### src/rtl/uart_pkg.sv
// Shared state encoding and parameter limits for the framed UART receiver.
// UART_RX_PARITY_EN adds the PARITY state to the enumeration.
package uart_pkg;

   localparam int CLKS_PER_BIT_DEF = 434;
   localparam int CLKS_PER_BIT_MIN = 4;
   localparam int DATA_BITS_DEF    = 8;
   localparam int DATA_BITS_MIN    = 5;
   localparam int DATA_BITS_MAX    = 9;
   localparam int STOP_BITS_DEF    = 1;
   localparam int STOP_BITS_MIN    = 1;
   localparam int STOP_BITS_MAX    = 2;

   typedef enum logic [2:0] {
      IDLE      = 3'd0,
      START     = 3'd1,
      DATA      = 3'd2,
`ifdef UART_RX_PARITY_EN
      PARITY    = 3'd3,
`endif
      STOP      = 3'd4,
      WAIT_HIGH = 3'd5
   } rx_state_e;

endpackage

### src/rtl/uart_sync2.sv
// Two-flop synchroniser for the asynchronous serial line; resets to the idle (high) level.
module uart_sync2 (
   input  logic i_Clock,
   input  logic i_rst,
   input  logic i_async,
   output logic o_sync
);

   logic meta_q, meta_d;
   logic sync_q, sync_d;

   always_comb begin
      meta_d = i_async;
      sync_d = meta_q;
   end

   always_ff @(posedge i_Clock) begin
      if (i_rst) begin
         meta_q <= 1'b1;
         sync_q <= 1'b1;
      end else begin
         meta_q <= meta_d;
         sync_q <= sync_d;
      end
   end

   assign o_sync = sync_q;

endmodule

### src/rtl/uart_rx_framed.sv
// Framed UART receiver with framing, parity and break detection.
// Define UART_RX_PARITY_EN to expect one parity bit after the data bits.
//
// state     | meaning
// IDLE      | line idle, waiting for a low level
// START     | confirming the start bit at mid-bit
// DATA      | sampling data bits mid-bit, LSB first
// PARITY    | sampling the parity bit (UART_RX_PARITY_EN only)
// STOP      | sampling stop bit(s), then reporting the frame or a break
// WAIT_HIGH | after a break or framing error, waiting for the line to go high
module uart_rx_framed
   import uart_pkg::*;
#(
   parameter int CLKS_PER_BIT = CLKS_PER_BIT_DEF,
   parameter int DATA_BITS    = DATA_BITS_DEF,
   parameter int STOP_BITS    = STOP_BITS_DEF
) (
   input  logic                 i_Clock,
   input  logic                 i_rst,
   input  logic                 i_Rx_Serial,
   input  logic                 i_Parity_Odd,
   output logic                 o_Rx_DV,
   output logic [DATA_BITS-1:0] o_Rx_Byte,
   output logic                 o_Frame_Err,
   output logic                 o_Parity_Err,
   output logic                 o_Break
);

   if (CLKS_PER_BIT < CLKS_PER_BIT_MIN) begin : g_bad_clks_per_bit
      $error("uart_rx_framed: CLKS_PER_BIT=%0d is below %0d", CLKS_PER_BIT, CLKS_PER_BIT_MIN);
   end
   if (DATA_BITS < DATA_BITS_MIN || DATA_BITS > DATA_BITS_MAX) begin : g_bad_data_bits
      $error("uart_rx_framed: DATA_BITS=%0d outside %0d..%0d", DATA_BITS, DATA_BITS_MIN, DATA_BITS_MAX);
   end
   if (STOP_BITS < STOP_BITS_MIN || STOP_BITS > STOP_BITS_MAX) begin : g_bad_stop_bits
      $error("uart_rx_framed: STOP_BITS=%0d outside %0d..%0d", STOP_BITS, STOP_BITS_MIN, STOP_BITS_MAX);
   end

   localparam int                CNT_W     = $clog2(CLKS_PER_BIT);
   localparam logic [CNT_W-1:0]  HALF_CNT  = CNT_W'((CLKS_PER_BIT - 1) / 2);
   localparam logic [CNT_W-1:0]  BIT_CNT   = CNT_W'(CLKS_PER_BIT - 1);
   localparam logic [3:0]        DATA_LAST = 4'(DATA_BITS - 1);
   localparam logic [3:0]        STOP_LAST = 4'(STOP_BITS - 1);

   logic rx_s;

   uart_sync2 u_sync (
      .i_Clock (i_Clock),
      .i_rst   (i_rst),
      .i_async (i_Rx_Serial),
      .o_sync  (rx_s)
   );

   rx_state_e            state_q, state_d;
   logic [CNT_W-1:0]     clk_cnt_q, clk_cnt_d;
   logic [3:0]           bits_left_q, bits_left_d;
   logic [DATA_BITS-1:0] shift_q, shift_d;
   logic                 any_one_q, any_one_d;
   logic                 stop_bad_q, stop_bad_d;
   logic                 rx_dv_q, rx_dv_d;
   logic [DATA_BITS-1:0] rx_byte_q, rx_byte_d;
   logic                 frame_err_q, frame_err_d;
   logic                 brk_q, brk_d;
   logic                 bit_tick;
`ifdef UART_RX_PARITY_EN
   logic                 par_bad_q, par_bad_d;
   logic                 parity_err_q, parity_err_d;
`else
   logic                 unused_parity_odd;
   assign unused_parity_odd = i_Parity_Odd;
`endif

   // Down-counter: terminal count 0 marks the mid-bit sampling point.
   assign bit_tick = (clk_cnt_q == '0);

   always_comb begin
      state_d     = state_q;
      clk_cnt_d   = clk_cnt_q;
      bits_left_d = bits_left_q;
      shift_d     = shift_q;
      any_one_d   = any_one_q;
      stop_bad_d  = stop_bad_q;
      rx_byte_d   = rx_byte_q;
      rx_dv_d     = 1'b0;
      frame_err_d = 1'b0;
      brk_d       = 1'b0;
`ifdef UART_RX_PARITY_EN
      par_bad_d    = par_bad_q;
      parity_err_d = 1'b0;
`endif

      case (state_q)
         IDLE: begin
            bits_left_d = '0;
            any_one_d   = 1'b0;
            stop_bad_d  = 1'b0;
`ifdef UART_RX_PARITY_EN
            par_bad_d   = 1'b0;
`endif
            if (!rx_s) begin
               state_d   = START;
               clk_cnt_d = HALF_CNT;
            end else begin
               clk_cnt_d = '0;
            end
         end

         START: begin
            if (!bit_tick) begin
               clk_cnt_d = clk_cnt_q - 1'b1;
            end else if (!rx_s) begin
               state_d     = DATA;
               clk_cnt_d   = BIT_CNT;
               bits_left_d = DATA_LAST;
            end else begin
               state_d   = IDLE;
               clk_cnt_d = '0;
            end
         end

         DATA: begin
            if (!bit_tick) begin
               clk_cnt_d = clk_cnt_q - 1'b1;
            end else begin
               clk_cnt_d = BIT_CNT;
               shift_d   = {rx_s, shift_q[DATA_BITS-1:1]};
               any_one_d = any_one_q | rx_s;
               if (bits_left_q != '0) begin
                  bits_left_d = bits_left_q - 4'd1;
               end else begin
`ifdef UART_RX_PARITY_EN
                  state_d     = PARITY;
`else
                  state_d     = STOP;
                  bits_left_d = STOP_LAST;
`endif
               end
            end
         end

`ifdef UART_RX_PARITY_EN
         PARITY: begin
            if (!bit_tick) begin
               clk_cnt_d = clk_cnt_q - 1'b1;
            end else begin
               clk_cnt_d   = BIT_CNT;
               par_bad_d   = ((^shift_q) ^ rx_s) != i_Parity_Odd;
               any_one_d   = any_one_q | rx_s;
               state_d     = STOP;
               bits_left_d = STOP_LAST;
            end
         end
`endif

         STOP: begin
            if (!bit_tick) begin
               clk_cnt_d = clk_cnt_q - 1'b1;
            end else if (bits_left_q != '0) begin
               clk_cnt_d   = BIT_CNT;
               bits_left_d = bits_left_q - 4'd1;
               stop_bad_d  = stop_bad_q | ~rx_s;
               any_one_d   = any_one_q | rx_s;
            end else begin
               clk_cnt_d = '0;
               // An all-zero frame is a break: report it instead of data and keep the old byte.
               if (!(any_one_q || rx_s)) begin
                  brk_d   = 1'b1;
                  state_d = WAIT_HIGH;
               end else begin
                  rx_dv_d     = 1'b1;
                  rx_byte_d   = shift_q;
                  frame_err_d = stop_bad_q | ~rx_s;
`ifdef UART_RX_PARITY_EN
                  parity_err_d = par_bad_q;
`endif
                  state_d = (stop_bad_q || !rx_s) ? WAIT_HIGH : IDLE;
               end
            end
         end

         WAIT_HIGH: begin
            clk_cnt_d = '0;
            if (rx_s) begin
               state_d = IDLE;
            end
         end

         default: begin
            state_d   = IDLE;
            clk_cnt_d = '0;
         end
      endcase
   end

   always_ff @(posedge i_Clock) begin
      if (i_rst) begin
         state_q     <= IDLE;
         clk_cnt_q   <= '0;
         bits_left_q <= '0;
         shift_q     <= '0;
         any_one_q   <= 1'b0;
         stop_bad_q  <= 1'b0;
         rx_dv_q     <= 1'b0;
         rx_byte_q   <= '0;
         frame_err_q <= 1'b0;
         brk_q       <= 1'b0;
`ifdef UART_RX_PARITY_EN
         par_bad_q    <= 1'b0;
         parity_err_q <= 1'b0;
`endif
      end else begin
         state_q     <= state_d;
         clk_cnt_q   <= clk_cnt_d;
         bits_left_q <= bits_left_d;
         shift_q     <= shift_d;
         any_one_q   <= any_one_d;
         stop_bad_q  <= stop_bad_d;
         rx_dv_q     <= rx_dv_d;
         rx_byte_q   <= rx_byte_d;
         frame_err_q <= frame_err_d;
         brk_q       <= brk_d;
`ifdef UART_RX_PARITY_EN
         par_bad_q    <= par_bad_d;
         parity_err_q <= parity_err_d;
`endif
      end
   end

   assign o_Rx_DV     = rx_dv_q;
   assign o_Rx_Byte   = rx_byte_q;
   assign o_Frame_Err = frame_err_q;
   assign o_Break     = brk_q;
`ifdef UART_RX_PARITY_EN
   assign o_Parity_Err = parity_err_q;
`else
   assign o_Parity_Err = 1'b0;
`endif

endmodule

### config.mk
export PLATFORM = sky130hd
export DESIGN_NAME = uart_rx_framed
export DESIGN_NICKNAME = d
export VERILOG_FILES = /design/src/rtl/uart_pkg.sv /design/src/rtl/uart_sync2.sv /design/src/rtl/uart_rx_framed.sv
export SDC_FILE = /design/constraint.sdc
export NUM_CORES = 1
export LEC_CHECK = 0
export CORE_UTILIZATION = 60
export CTS_CLUSTER_DIAMETER = 30
export CTS_CLUSTER_SIZE = 12
export DETAILED_ROUTE_END_ITERATION = 8
export GPL_TIMING_DRIVEN = 0
export HOLD_SLACK_MARGIN = 0.12
export PLACE_DENSITY = 0.82
export SYNTH_ARGS = -nofsm -noshare
export SYNTH_HDL_FRONTEND = slang
export SYNTH_SLANG_ARGS = --single-unit
### constraint.sdc
create_clock -name i_Clock -period 3.7 [get_ports i_Clock]
set_input_delay 0.555 -clock i_Clock [delete_from_list [all_inputs] [get_ports i_Clock]]
set_output_delay 0.555 -clock i_Clock [all_outputs]
set_load 0.05 [all_outputs]
**Word level (Yosys, flattened, before mapping)**

Index checks and enable logic that the tools add are counted.

- $add $sub $neg: 2
- Equal/unequal tests: 13
- Multiplexer cells: 34
- Bitwise operators: 7
- Reduce and logical (&&, ||, !) cells: 17

Operators by type and width:

| cell | number |
|---|---|
| 2-to-1 mux 9 bit | 5 |
| one-hot mux 9 bit (4 select lines) | 1 |
| 2-to-1 mux 3 bit | 9 |
| 2-to-1 mux 4 bit | 6 |
| inequality test 2 bit, second input constant | 8 |
| one-hot mux 4 bit (4 select lines) | 1 |
| one-hot mux 3 bit (5 select lines) | 1 |
| zero test 9 bit | 1 |
| subtractor 9 x 1 -> 9 bit, second input constant | 1 |
| 2-to-1 mux 8 bit | 1 |
| AND reduction 4 bit | 2 |
| nonzero test 4 bit | 2 |
| 2-to-1 mux 1 bit | 7 |
| AND reduction 7 bit | 1 |
| == test 3 bit, second input constant | 2 |
| AND reduction 6 bit | 1 |
| inverter 1 bit | 5 |
| OR reduction 5 bit | 1 |
| OR reduction 4 bit | 1 |
| subtractor 4 x 1 -> 4 bit, second input constant | 1 |
| == test 3 x 1 -> 1 bit, second input constant | 1 |
| == test 3 x 2 -> 1 bit, second input constant | 1 |
| zero test 3 bit | 1 |
| one-hot mux 1 bit (3 select lines) | 1 |
| 10 further kinds | 12 |

- Flip-flop bits (word level): 39
- Input port bits: 4
- Output and inout port bits: 12
- Logic and storage cells: 85

**Depth between registers and ports, before layout**

- Depth in word-level cells: 7
- Mapped depth: 7
- Mapped depth without buffers: 6

**Cells and area by module**

Synthesis repeated with hierarchy kept, for this count alone.

- Cell total of the unflattened synthesis: 201
- Area total of the unflattened synthesis: 1816.7 sq um

By module, submodules not included:

| module | times used | cells each | area each (sq um) | sequential area each (sq um) |
|---|---|---|---|---|
| uart_rx_framed | 1 | 197 | 1764.2 | 740.7 |
| uart_sync2 | 1 | 4 | 52.6 | 40.0 |

**Worst setup path before layout**

Ideal clock, no wire load.

- Path kind: register to register
- Start: register bits_left_q[0]
- End: register bits_left_q[2]
- Setup time: 0.131 ns
- Data arrival time: 1.612 ns
- Required time: 3.569 ns
- Path slack: 1.956 ns
- Cell stages (with the launch flop): 7
- Path buffers: 0
- Clock period less this slack: 1.744 ns
- Cell sequence: dfxtp_1 inv_1 ha_1 or3b_2 a22o_1 a211oi_1 o32ai_1

- Word-level cells in the longest chain between the ends: 4
- Elaborated cells on any way between the ends: 9
- Those cells by class: add/sub (1); eq/ne (1); mux (5); reduce/logical (2)

RTL lines:

| what | line | RTL |
|---|---|---|
| start, declared | uart_rx_framed.sv:56 | `logic [3:0] bits_left_q, bits_left_d;` |
| start signal, assigned | uart_rx_framed.sv:214 | `bits_left_q <= bits_left_d;` |
| subtractor 4 x 1 -> 4 bit or nonzero test 4 bit (tied branches) | -- |  |
| 2-to-1 mux 4 bit (on tied branches) | uart_rx_framed.sv:158, uart_rx_framed.sv:128 |  |
| 2-to-1 mux 4 bit (on tied branches) | uart_rx_framed.sv:156, uart_rx_framed.sv:122 |  |
| one-hot mux 4 bit (4 select lines) | uart_rx_framed.sv:92 | `case (state_q)` |

Parallel ways exist; a longest one is shown, timed or not. The select of a mux whose other input is x is not followed.
A chain may end at the register's enable or synchronous reset.

**Worst setup path in the final report**

- Start: register rx_dv_q, in the netlist o_Rx_DV
- End: output o_Rx_DV

RTL lines:

| what | line | RTL |
|---|---|---|
| start, declared | uart_rx_framed.sv:60 | `logic rx_dv_q, rx_dv_d;` |
| start signal, assigned | uart_rx_framed.sv:218 | `rx_dv_q <= rx_dv_d;` |
| end, declared | uart_rx_framed.sv:22 | `output logic o_Rx_DV,` |

No word-level cell between the ends.

==> flow_summary.ini <==
[run_status]
status = complete, no violations

[logic_synthesis]
syn_area_um2 = 1890
yosysMostFrequentCell = dfxtp_1
netlist_instances = 223
synthTopCellsByArea = dfxtp_1 41%, a21oi_1 6.1%, nand3_1 5.0%, o21ai_0 4.2%, nand2_1 2.4%
synth-seq-cells = 39
synth_edf_count = 0
syn_avg_cell_area_um2 = 8.48
synth_top_area_frac = 0.413
synth_cell_type_count = 52
async_reset_ff_frac = 0
yosysSeqAreaShare = 0.413
synth_ff_type = dfxtp_1
syn_nets = 230
ys_warn_count = 0
synth_top_area_cell = dfxtp_1
netlist_top_cells_count = 39 x dfxtp_1, 23 x a21oi_1, 19 x nand3_1

[drt]
post_drt_wl_per_cell_um = 13.8
wirelength_um = 3970
drc_errors = 0
vias_per_cell = 5.91
drtPass1Iterations = 4
vias = 1696
postRouteAntennaNets = 0
drt_iter0_drc = 70

[die]
die_w_um = 58.1
pin_count = 16
initial_core_util = 0.624
die_area_um2 = 3380
core_um2 = 3030
rows = 20
fp.dieH_um = 58.1

[grt]
grt_max_degree = 14
first_global_vias = 1460
grt_pass1_wl_um = 6760
grt-ovfl-total = 0
antenna_found_initial = 0
track_usage = 0.265

[timing]
hold_violations = 0
worst_pin_slew_ns = 0.513
finalSetupViolCount = 0
setup_tns_ns = 0
setup_slack_ns = 1.63
rsz0062_at_grt = false
slew_headroom = 0.655
final.setup_skew_ns = 0.0110
drv_slew = 0
timing.final.crit_share = 0.559
max_freq_ghz = 0.483
fin_crit_ns = 2.07

[finish]
areaGrowthSynthToFinish_pct = 13.6
layout-drive-gt1-share = 0.115
num_antenna_cells = 0
fin_nets = 249

[worst_setup_path]
reg2reg_to = o_Frame_Err$_SDFF_PP0_
cp-start-kind = flop
crit_type = reg2out
r2r_cells = 6
worst_ep_required_time_ns = 3.14
cp_num_buf_inv = 1
endpoint_kind = output port
worstPathMaxFanout = 1
cp_cell_sequence = clkdlybuf4s50_1
timing.rr.start = clk_cnt_q[0]$_SDFF_PP0_
crit_slowest_cell = clkdlybuf4s50_1
worstPathArrival_ns = 1.51
critical-path-top-delay-family = buffers and inverters
reg2reg_slack_ns = 1.64
critPathMaxStageDelay_ns = 0.81

[clock_tree]
holdBufCountCts = 0
clk_pin_slew_ns = 0.12
clk_latency_ns = 0.35
cts_buffer_depth = 2
cts.htree.levels = 2
cts_made_buffers = 5
post_cts_buffers = 0
numClockSinks = 39
cts_resized = 0
cts_tree = yes
cts_root_buf = clkbuf_4

[run]
max_cap_violations = 0

[placed_design]
port_buffers = 12
hpwl_um = 2890
routabilityCongestion = 0.890
pre_cts_slack_ns = 1.68

[hold_path]
hold_end = u_sync.o_sync$_SDFF_PP1_
hp-start = u_sync.meta_q$_SDFF_PP1_
hp-class = reg2reg
whs_path_depth = 1

[power_and_ir_drop]
irDropWorstVdd_mv = 0.226
cellLeakagePower_nw = 0.758
cellPowerDensity_nw_per_um2 = 414
[worst reg2reg max path, cell delays in order (launching register included)]
cell,delay [ns]
dfxtp_1,0.34
inv_1,0.06
ha_1,0.25
nor4b_2,0.45
nand2_2,0.14
or4_4,0.55
nor3_2,0.21
[per-layer routing]
| metal | GRT usage | vias up | wire (um) |
|---|---|---|---|
| li1 | - | 852 | - |
| met1 | 0.360 | 779 | 1860 |
| met2 | 0.399 | 53 | 1800 |
| met3 | 0.0647 | 12 | 208 |
| met4 | 0.119 | 0 | 102 |
| met5 | 0 | - | 0 |
[layout by cell type (no fill, tap or decap), types with 3 or more instances in the layout]
cell type | Yosys | routed
or2_2 | 3 | 3
nor3_1 | 4 | 4
or3_1 | 3 | 3
nand3_1 | 19 | 19
nand2b_1 | 7 | 7
o21ai_0 | 16 | 16
clkbuf_4 | 0 | 5
nor4_1 | 4 | 4
ha_1 | 3 | 3
dfxtp_1 | 39 | 39
xnor2_1 | 3 | 3
nor2_1 | 12 | 12
inv_1 | 10 | 10
nand2_1 | 12 | 12
a31oi_1 | 4 | 4
clkbuf_1 | 9 | 9
clkdlybuf4s50_1 | 0 | 12
a21oi_1 | 23 | 23
buf_2 | 4 | 4
[sequential cells by signal, summed over array words and instances, names as in the netlist]
signal         count
o_Rx_DV            1
o_Rx_Byte          8
u_sync.meta_q      1
o_Break            1
clk_cnt_q          9
bits_left_q        4
shift_q            8
state_q            3
stop_bad_q         1
o_Frame_Err        1
any_one_q          1
u_sync.o_sync      1
[metrics by stage]
stage / instance area, um^2 / hold WS, ns / utilization / power [W] / cells
after floorplan: 1890 / 0.389 / - / 0.000576 / 223
after detailed placement: 2070 / 0.398 / 0.682 / 0.000610 / 279
after global placement: 2070 / 0.393 / 0.682 / 0.000608 / 279
after global routing: 2150 / 0.458 / 0.709 / 0.000937 / 287
final: 2150 / 0.431 / 0.709 / 0.000888 / 287
after CTS: 2150 / 0.429 / 0.709 / 0.000893 / 287
[worst max path at each step]
| stage | end | depth (start not counted) | slack (ns) | startpoint |
|---|---|---|---|---|
| 2_1_floorplan | bits_left_q[2]$_SDFFE_PP0P_ | 6 | 1.96 | bits_left_q[0]$_SDFFE_PP0P_ |
| 3_3_place_gp | o_Frame_Err$_SDFF_PP0_ | 6 | 1.71 | clk_cnt_q[0]$_SDFF_PP0_ |
| 3_5_place_dp | o_Frame_Err$_SDFF_PP0_ | 6 | 1.68 | clk_cnt_q[0]$_SDFF_PP0_ |
| 4_1_cts | o_Rx_DV | 1 | 1.63 | o_Rx_DV$_SDFF_PP0_ |
| 5_1_grt | o_Frame_Err$_SDFF_PP0_ | 6 | 1.54 | clk_cnt_q[0]$_SDFF_PP0_ |
| 6_report | o_Rx_DV | 1 | 1.63 | o_Rx_DV$_SDFF_PP0_ |
[logic make-up (layout without fill, tap and decap cells)]
logic type / after synthesis / count (layout) / share of synthesized area
buffers and inverters: 26 / 46 / 0.0582
AOI/OAI and AO/OA: 64 / 64 / 0.208
and+or+nand+nor: 83 / 83 / 0.265
muxes: 2 / 2 / 0.0106
DFF: 39 / 39 / 0.413
adders and majority gates: 3 / 3 / 0.0199
other: 1 / 1 / 0.00198
xor gates and xnor gates: 5 / 5 / 0.0232
[power breakdown]
| group | total (W) | switching [W] | internal [W] | leakage (nW) |
|---|---|---|---|---|
| logic | 0.000159 | 0.0000988 | 0.0000607 | 0.397 |
| registers | 0.000443 | 0.0000121 | 0.000430 | 0.315 |
| clock network | 0.000286 | 0.000144 | 0.000142 | 0.0452 |
| total | 0.000888 | 0.000255 | 0.000633 | 0.758 |
[cell type report]
class                           count  area [um^2]
Multi-Input combinational cell    158         1000
Fill cell                         253          881
Sequential cell                    39          781
Timing Repair Buffer               12          120
Buffer                             16         72.6
Tap cell                           44         55.1
Clock inverter                      3         43.8
Clock buffer                        5         37.5
Inverter                           10         37.5
Power figures use the tool's default switching activity.
